File: config.mk
export PLATFORM = sky130hd
export DESIGN_NAME = dmem_strobe
export DESIGN_NICKNAME = d
export VERILOG_FILES = /design/src/rtl/dmem_pkg.sv /design/src/rtl/dmem_rsp_pipe.sv /design/src/rtl/dmem_strobe.sv
export SDC_FILE = /design/constraint.sdc
export NUM_CORES = 2
export LEC_CHECK = 0
export ABC_CLOCK_PERIOD_IN_PS = 5600
export BUFFER_PORTS_ARGS = -buffer_cell sky130_fd_sc_hd__buf_2
export CORE_AREA = 2 2 390 392
export CTS_BUF_LIST = sky130_fd_sc_hd__clkbuf_2
export CTS_CLUSTER_SIZE = 12
export DETAILED_ROUTE_END_ITERATION = 16
export DIE_AREA = 0 0 392 394
export PLACE_DENSITY = 0.71
export SLEW_MARGIN = 30
export SYNTH_ARGS = -nofsm -noshare
export SYNTH_HDL_FRONTEND = slang
export SYNTH_SLANG_ARGS = --single-unit
File: constraint.sdc
create_clock -name clk -period 5.6 [get_ports clk]
set_input_delay 0.56 -clock clk [delete_from_list [all_inputs] [get_ports clk]]
set_output_delay 0.56 -clock clk [all_outputs]
set_load 0.01 [all_outputs]
File: src/rtl/dmem_pkg.sv
`default_nettype none
// ----------------------------------------------------------------------------
// dmem_pkg : shared types and helpers for the dmem_strobe data memory
// Rev 1.0
// ----------------------------------------------------------------------------
package dmem_pkg;

  localparam int unsigned c_max_data_width = 64;

  typedef enum logic [0:0] {
    CLEAR = 1'b0,
    READY = 1'b1
  } state_t;

  // rdata is sized for the widest configuration; narrower words zero-extend
  typedef struct packed {
    logic                        valid;
    logic                        err;
    logic [c_max_data_width-1:0] rdata;
  } rsp_t;

  function automatic logic is_aligned(input logic [31:0] addr, input int unsigned bytes);
    logic [31:0] mask;
    mask = bytes - 1;
    return (addr & mask) == 32'd0;
  endfunction

endpackage
`default_nettype wire

File: src/rtl/dmem_rsp_pipe.sv
`default_nettype none
// ----------------------------------------------------------------------------
// dmem_rsp_pipe : fixed-depth response shift register with valid-only reset
// Rev 1.0
// ----------------------------------------------------------------------------
module dmem_rsp_pipe
  import dmem_pkg::*;
#(
  parameter int DATA_WIDTH = 32,
  parameter int DEPTH      = 1
) (
  input  logic                  clk,
  input  logic                  rst_n,
  input  rsp_t                  rsp_in,
  output logic                  rsp_valid,
  output logic [DATA_WIDTH-1:0] rsp_rdata,
  output logic                  rsp_err
);

  rsp_t r_stage [DEPTH];
  logic w_unused_rdata;

  always_ff @(posedge clk) begin
    if (!rst_n) begin
      for (int i = 0; i < DEPTH; i++) begin
        r_stage[i].valid <= 1'b0;
      end
    end else begin
      r_stage[0] <= rsp_in;
      for (int i = 1; i < DEPTH; i++) begin
        r_stage[i] <= r_stage[i-1];
      end
    end
  end

  // Payload is only trusted while valid; gating keeps idle outputs at zero
  assign rsp_valid      = r_stage[DEPTH-1].valid;
  assign rsp_rdata      = rsp_valid ? r_stage[DEPTH-1].rdata[DATA_WIDTH-1:0] : '0;
  assign rsp_err        = rsp_valid & r_stage[DEPTH-1].err;
  assign w_unused_rdata = ^r_stage[DEPTH-1].rdata;

endmodule
`default_nettype wire

File: src/rtl/dmem_strobe.sv
`default_nettype none
// ----------------------------------------------------------------------------
// dmem_strobe : byte-strobed data memory with valid/ready requests,
//               post-reset clear sweep and fixed-latency responses
// Rev 1.0
// ----------------------------------------------------------------------------
module dmem_strobe
  import dmem_pkg::*;
#(
  parameter int    WORDS        = 64,
  parameter int    DATA_WIDTH   = 32,
  parameter int    READ_LATENCY = 1,
  parameter string MEM_INIT     = ""
) (
  input  logic                    clk,
  input  logic                    rst_n,
  input  logic                    req_valid,
  output logic                    req_ready,
  input  logic                    req_write,
  input  logic [31:0]             req_addr,
  input  logic [DATA_WIDTH-1:0]   req_wdata,
  input  logic [DATA_WIDTH/8-1:0] req_wstrb,
  output logic                    rsp_valid,
  output logic [DATA_WIDTH-1:0]   rsp_rdata,
  output logic                    rsp_err
);

  localparam int c_bytes      = DATA_WIDTH / 8;
  localparam int c_off_bits   = $clog2(c_bytes);
  localparam int c_idx_bits   = $clog2(WORDS);
  localparam bit c_skip_clear = (MEM_INIT != "");
  localparam logic [c_idx_bits-1:0] c_last_idx = c_idx_bits'(WORDS - 1);

  state_t                r_state;
  logic                  r_ready;
  logic [c_idx_bits-1:0] r_clr_cnt;
  logic [DATA_WIDTH-1:0] r_mem [WORDS];

  logic                  w_accept;
  logic                  w_misaligned;
  logic                  w_out_of_range;
  logic                  w_err;
  logic                  w_wr_en;
  logic [c_idx_bits-1:0] w_idx;
  rsp_t                  w_rsp;

  assign req_ready      = r_ready;
  assign w_accept       = req_valid & r_ready;
  assign w_idx          = req_addr[c_off_bits +: c_idx_bits];
  assign w_misaligned   = !is_aligned(req_addr, c_bytes);
  // Any address bit above the index field means the word lies beyond the array
  assign w_out_of_range = |(req_addr >> (c_off_bits + c_idx_bits));
  assign w_err          = w_misaligned | w_out_of_range;
  assign w_wr_en        = w_accept & req_write & ~w_err;

  always_ff @(posedge clk) begin
    if (!rst_n) begin
      r_state   <= c_skip_clear ? READY : CLEAR;
      r_ready   <= 1'b0;
      r_clr_cnt <= '0;
    end else begin
      case (r_state)
        CLEAR: begin
          r_clr_cnt <= r_clr_cnt + c_idx_bits'(1);
          if (r_clr_cnt == c_last_idx) begin
            r_state <= READY;
            r_ready <= 1'b1;
          end
        end
        READY: begin
          r_ready <= 1'b1;
        end
        default: begin
          r_state <= CLEAR;
          r_ready <= 1'b0;
        end
      endcase
    end
  end

  // Array is not reset; writes are suppressed on any edge where rst_n is low
  always_ff @(posedge clk) begin
    if (rst_n) begin
      if (r_state == CLEAR) begin
        r_mem[r_clr_cnt] <= '0;
      end else if (w_wr_en) begin
        for (int b = 0; b < c_bytes; b++) begin
          if (req_wstrb[b]) begin
            r_mem[w_idx][8*b +: 8] <= req_wdata[8*b +: 8];
          end
        end
      end
    end
  end

  always_comb begin
    w_rsp       = '0;
    w_rsp.valid = w_accept;
    w_rsp.err   = w_accept & w_err;
    if (w_accept && !req_write && !w_err) begin
      w_rsp.rdata[DATA_WIDTH-1:0] = r_mem[w_idx];
    end
  end

  dmem_rsp_pipe #(
    .DATA_WIDTH (DATA_WIDTH),
    .DEPTH      (READ_LATENCY)
  ) u_rsp_pipe (
    .clk       (clk),
    .rst_n     (rst_n),
    .rsp_in    (w_rsp),
    .rsp_valid (rsp_valid),
    .rsp_rdata (rsp_rdata),
    .rsp_err   (rsp_err)
  );

endmodule
`default_nettype wire

==> flow_metrics.py <==
metrics = {
    "setup_path": {
        "cp-end-kind": "register",
        "worst_ep_arrival_time_ns": 6.46,
        "regToRegStartpoint": "req_ready$_SDFFE_PN0P_",
        "critical_path.reg2reg.endpoint": "u_rsp_pipe.r_stage[0][30]$_DFFE_PP_",
        "max_stage_delay_ns": 0.88,
        "critical-path-top-delay-family": "buffers and inverters",
        "critical_path.cell_chain": "dlygate4sd3_1 > buf_2 > dlygate4sd3_1 > nor2_1 > dlygate4sd3_1 > nand4_4 > dlygate4sd3_1 > nor4_4 > buf_12 > mux2_4 > buf_4 > nor4_1 > buf_4",
        "path_class": "in -> reg",
        "worst-r2r-setup-slack_ns": 1.58,
        "crit_path_start": "req_addr[16]",
        "start_kind": "input port",
        "r2r.worst_path.cells": 9,
        "timing.critical_path.mode_cell": "sky130_fd_sc_hd__dlygate4sd3_1",
        "critical_path_buf_inv_count": 8,
        "timing.critical_path.fanout_max": 47,
        "worstSetupEndpoint": "r_mem[5][22]$_DFFE_PP_",
        "logic_depth_of_the_worst_setup_path_including_buffers": 13,
        "worstPathRequired_ns": 7.04,
        "critical_path.slowest_cell": "sky130_fd_sc_hd__dlygate4sd3_1",
    },
    "sta": {
        "final.setup.tns_ns": 0,
        "least_margin_pin_slew_ns": 1.22,
        "hold_viol_final": 0,
        "timing.max_slew.rel_slack_pct": 18.6,
        "clock_skew_ns": 0.111,
        "grt_setup_unrepaired": "no",
        "setup_violations": 0,
        "min_period_over_period_pct": 89.6,
        "final_max_slew_viol_count": 0,
        "final_period_minus_worst_setup_slack_ns": 5.02,
        "achievable-frequency_mhz": 199,
    },
    "min_path": {
        "hold_depth": 3,
        "hold_path.class": "in -> reg",
    },
    "power_and_ir_drop": {
        "switchingPower_mw": 6.67,
        "total_leakage_power_nw": 26.9,
        "max-vdd-ir-drop_uv": 157,
        "share_clk_of_total_power_pct": 35.1,
        "portion_of_total_power_attributed_to_sequential_cells_pct": 60.8,
        "cellPowerDensity_nw_per_um2": 301,
        "power.combinational.fraction_pct": 4.1,
        "p_sw_share_pct": 23.8,
        "cellInternalPower_mw": 21.3,
        "design_power_total_mw": 28.0,
    },
    "cts": {
        "cts_tree": "yes",
        "cts.hold.buffers_added": 74,
        "worst_skew_pair.late_latency_ns": 1.74,
        "cts.repair.resized": 0,
        "ctsRootBufferMaster": "sky130_fd_sc_hd__clkbuf_2",
        "cts_made_buffers": 533,
        "path_clk_slew_ns": 0.11,
        "max-clock-path-buffers": 4,
        "h_tree_level_count": 6,
        "post_cts_buffers": 0,
        "clock_sink_count": 2090,
    },
    "placement": {
        "buffer_ports.inserted": 106,
        "detailed_placement_wirelength_estimate_mm": 125,
        "finalWeightedCongestion": 0.836,
    },
    "logic_synthesis": {
        "yosys_register_bits": 2090,
        "synth_cells": 3665,
        "async_s_r_ff_share_synth_pct": 0,
        "yosys_warnings": 0,
        "mappedNetlistNets": 3738,
        "synthFlopType": "sky130_fd_sc_hd__edfxtp_1",
        "unique_masters_post_synth": 62,
        "synthesis.area_um2": 82200,
        "synth_edf_count": 2081,
        "syn_avg_cell_area_um2": 22.4,
        "synth_sequential_area_ratio_pct": 76.3,
    },
    "global_routing": {
        "number_of_global_route_vias_before_repair": 43972,
        "global_route_wire_length_before_repair_mm": 299,
        "antenna_found_initial": 9,
        "global_route.usage.total_pct": 27.0,
        "grt_overflow_total": 0,
        "maximum_number_of_pins_on_one_net_before_global_route_repair": 122,
    },
    "finish": {
        "design.final.nets": 4511,
        "filler_cell_count": 10547,
        "fraction_of_final_layout_cells_sized_beyond_drive_strength_1_pct": 41.3,
        "signed_area_change_from_the_synthesized_netlist_to_the_final_layout_pct": 13.1,
    },
    "detailed_routing": {
        "first_pass_iters": 7,
        "vias_per_cell": 6.35,
        "detail-route-antenna-nets": 0,
        "drt_iter0_markers": 5303,
        "final_routed_drc_violation_total": 0,
        "wl_per_cell_um": 30.1,
        "routed_wl_mm": 206,
        "route.vias.total": 43424,
    },
    "floorplan": {
        "core-area_um2": 151000,
        "die_x_um": 392,
        "floorplan.rows": 143,
        "fp.dieArea_um2": 154000,
        "top_level_ports": 107,
        "die_height_um": 394,
        "initial_utilization_pct": 54.5,
    },
    "outcome": {
        "outcome": "finished clean",
    },
    "job": {
        "max-cap-violations": 0,
    },
}
[worst register-to-register path: cells and delay by family (launching register included)]
| kind | cells | cell delay, ns |
|---|---|---|
| flip-flops | 1 | 0.47 |
| AO/OA/AOI/OAI | 2 | 0.36 |
| buffers and inverters | 4 | 1.94 |
| AND/OR/NAND/NOR | 3 | 1.09 |
[metrics by stage]
step                hold WS (ns)  cells  util, %  setup WS (ns)  area, um^2
finish                     0.118   6835     61.7          0.580       93000
global route              0.0123   6833     61.7          0.563       92900
CTS                     0.000633   6817     61.4          0.653       92400
detailed placement         0.578   5851     57.9          0.992       87200
global placement           0.549   5848     57.8          0.721       87100
floorplan                  0.519   3665        -           1.95       82200
[registers in the layout, summed over array words and instances (netlist names)]
name	flops
req_ready	1
r_state	1
r_clr_cnt	6
u_rsp_pipe.r_stage	34
r_mem	2048
[layout make-up]
cell class | instances | area (um^2) | share of cell area (%)
Antenna cell | 10 | 25.0 | 0.0269
Clock buffer | 728 | 3640 | 3.92
Clock inverter | 164 | 865 | 0.930
Inverter | 4 | 22.5 | 0.0242
Multi-Input combinational cell | 1300 | 19100 | 20.6
Sequential cell | 2090 | 62700 | 67.4
Tap cell | 2030 | 2540 | 2.73
Timing Repair Buffer | 509 | 4080 | 4.39
[cells in the mapped netlist, types with 2 or more instances]
cell type / count / area [um^2]
sky130_fd_sc_hd__a32oi_1: 15 / 131
sky130_fd_sc_hd__nand3_1: 11 / 55.1
sky130_fd_sc_hd__nor4_2: 56 / 701
sky130_fd_sc_hd__nand3b_1: 3 / 22.5
sky130_fd_sc_hd__a211oi_1: 2 / 15.0
sky130_fd_sc_hd__a22oi_1: 35 / 263
sky130_fd_sc_hd__a21o_1: 2 / 15.0
sky130_fd_sc_hd__a31oi_1: 2 / 12.5
sky130_fd_sc_hd__xnor2_1: 3 / 26.3
sky130_fd_sc_hd__buf_4: 25 / 188
sky130_fd_sc_hd__a41oi_1: 2 / 17.5
sky130_fd_sc_hd__a21oi_1: 30 / 150
sky130_fd_sc_hd__buf_2: 62 / 310
sky130_fd_sc_hd__o2111ai_1: 2 / 17.5
sky130_fd_sc_hd__a311oi_1: 3 / 26.3
sky130_fd_sc_hd__nor2b_1: 10 / 62.6
sky130_fd_sc_hd__nor4_4: 3 / 63.8
sky130_fd_sc_hd__o211ai_1: 2 / 15.0
sky130_fd_sc_hd__o22ai_1: 9 / 56.3
sky130_fd_sc_hd__buf_6: 4 / 45.0
sky130_fd_sc_hd__nor3_1: 79 / 395
sky130_fd_sc_hd__nor4_1: 143 / 895
sky130_fd_sc_hd__nand2_1: 25 / 93.8
sky130_fd_sc_hd__nand4_1: 2 / 12.5
sky130_fd_sc_hd__mux2_2: 13 / 146
sky130_fd_sc_hd__dfxtp_1: 9 / 180
sky130_fd_sc_hd__buf_1: 18 / 67.6
sky130_fd_sc_hd__inv_1: 3 / 11.3
sky130_fd_sc_hd__o221ai_1: 7 / 61.3
sky130_fd_sc_hd__mux2i_1: 57 / 571
sky130_fd_sc_hd__o21ai_0: 29 / 145
sky130_fd_sc_hd__and2_1: 74 / 463
sky130_fd_sc_hd__nor2_1: 45 / 169
sky130_fd_sc_hd__a211o_1: 2 / 17.5
sky130_fd_sc_hd__edfxtp_1: 2081 / 62500
sky130_fd_sc_hd__nand2b_1: 8 / 50.1
sky130_fd_sc_hd__clkbuf_1: 162 / 608
sky130_fd_sc_hd__mux4_2: 590 / 13300
sky130_fd_sc_hd__or2_2: 6 / 37.5
sky130_fd_sc_hd__a221oi_1: 9 / 78.8
[cell families (layout without fill, tap and decap cells)]
kind of cell / Yosys count / in the layout / share of synthesized area [%]
simple gates: 474 / 474 / 3.78
other cells: 0 / 10 / 0
mux: 661 / 661 / 17.1
fa+ha+maj: 1 / 1 / 0.0152
xor+xnor: 4 / 4 / 0.0426
compound gates: 160 / 160 / 1.34
flops: 2090 / 2090 / 76.3
buf+inv: 275 / 1405 / 1.50
[metal layers]
layer	global-route usage, %	up-vias	part of all wire (%)	wire length, um
met5	0	-	0.0063	13
li1	-	17622	-	-
met2	41.0	2844	48	99100
met1	38.5	22630	38	78300
met4	8.26	2	2.2	4480
met3	7.85	326	12	24100
[power by group through the flow]
stage,sequential [mW],clock (mW),combinational (mW)
after floorplan,17.3,0,0.681
after global placement,17.4,0,1.07
after detailed placement,17.4,0,1.09
after CTS,17.0,10.0,1.13
after global routing,17.0,10.8,1.19
final,17.0,9.83,1.15
[how the worst min path moves through the flow]
| stage | slack, ns | end | start |
|---|---|---|---|
| 2_1_floorplan | 0.52 | r_clr_cnt[4]$_SDFFE_PN0N_ | r_clr_cnt[4]$_SDFFE_PN0N_ |
| 3_3_place_gp | 0.55 | r_clr_cnt[4]$_SDFFE_PN0N_ | r_clr_cnt[4]$_SDFFE_PN0N_ |
| 3_5_place_dp | 0.58 | req_ready$_SDFFE_PN0P_ | req_ready$_SDFFE_PN0P_ |
| 4_1_cts | 0.0006 | r_mem[4][12]$_DFFE_PP_ | req_wdata[12] |
| 5_1_grt | 0.01 | r_mem[2][18]$_DFFE_PP_ | req_wdata[18] |
| 6_report | 0.12 | r_mem[16][18]$_DFFE_PP_ | req_wdata[18] |
[layout by cell type (no fill, tap or decap), types with 24 or more instances in the layout]
cell                            netlist  layout
sky130_fd_sc_hd__a21oi_1             30      26
sky130_fd_sc_hd__and2_1              74      42
sky130_fd_sc_hd__buf_4               25     302
sky130_fd_sc_hd__o21ai_0             29      29
sky130_fd_sc_hd__nand2_1             25      24
sky130_fd_sc_hd__dlygate4sd3_1        0      78
sky130_fd_sc_hd__nor2_1              45      44
sky130_fd_sc_hd__nor4_1             143     114
sky130_fd_sc_hd__buf_2               62     102
sky130_fd_sc_hd__clkinv_2             0      28
sky130_fd_sc_hd__a22oi_1             35      35
sky130_fd_sc_hd__nor4_4               3      43
sky130_fd_sc_hd__edfxtp_1          2081    2081
sky130_fd_sc_hd__clkbuf_2             0     728
sky130_fd_sc_hd__and2_2               0      26
sky130_fd_sc_hd__clkinv_1             1     114
sky130_fd_sc_hd__nor4_2              56      45
sky130_fd_sc_hd__nor3_1              79      63
sky130_fd_sc_hd__mux2i_1             57      49
sky130_fd_sc_hd__mux4_2             590     590
Power figures use the tool's default switching activity.
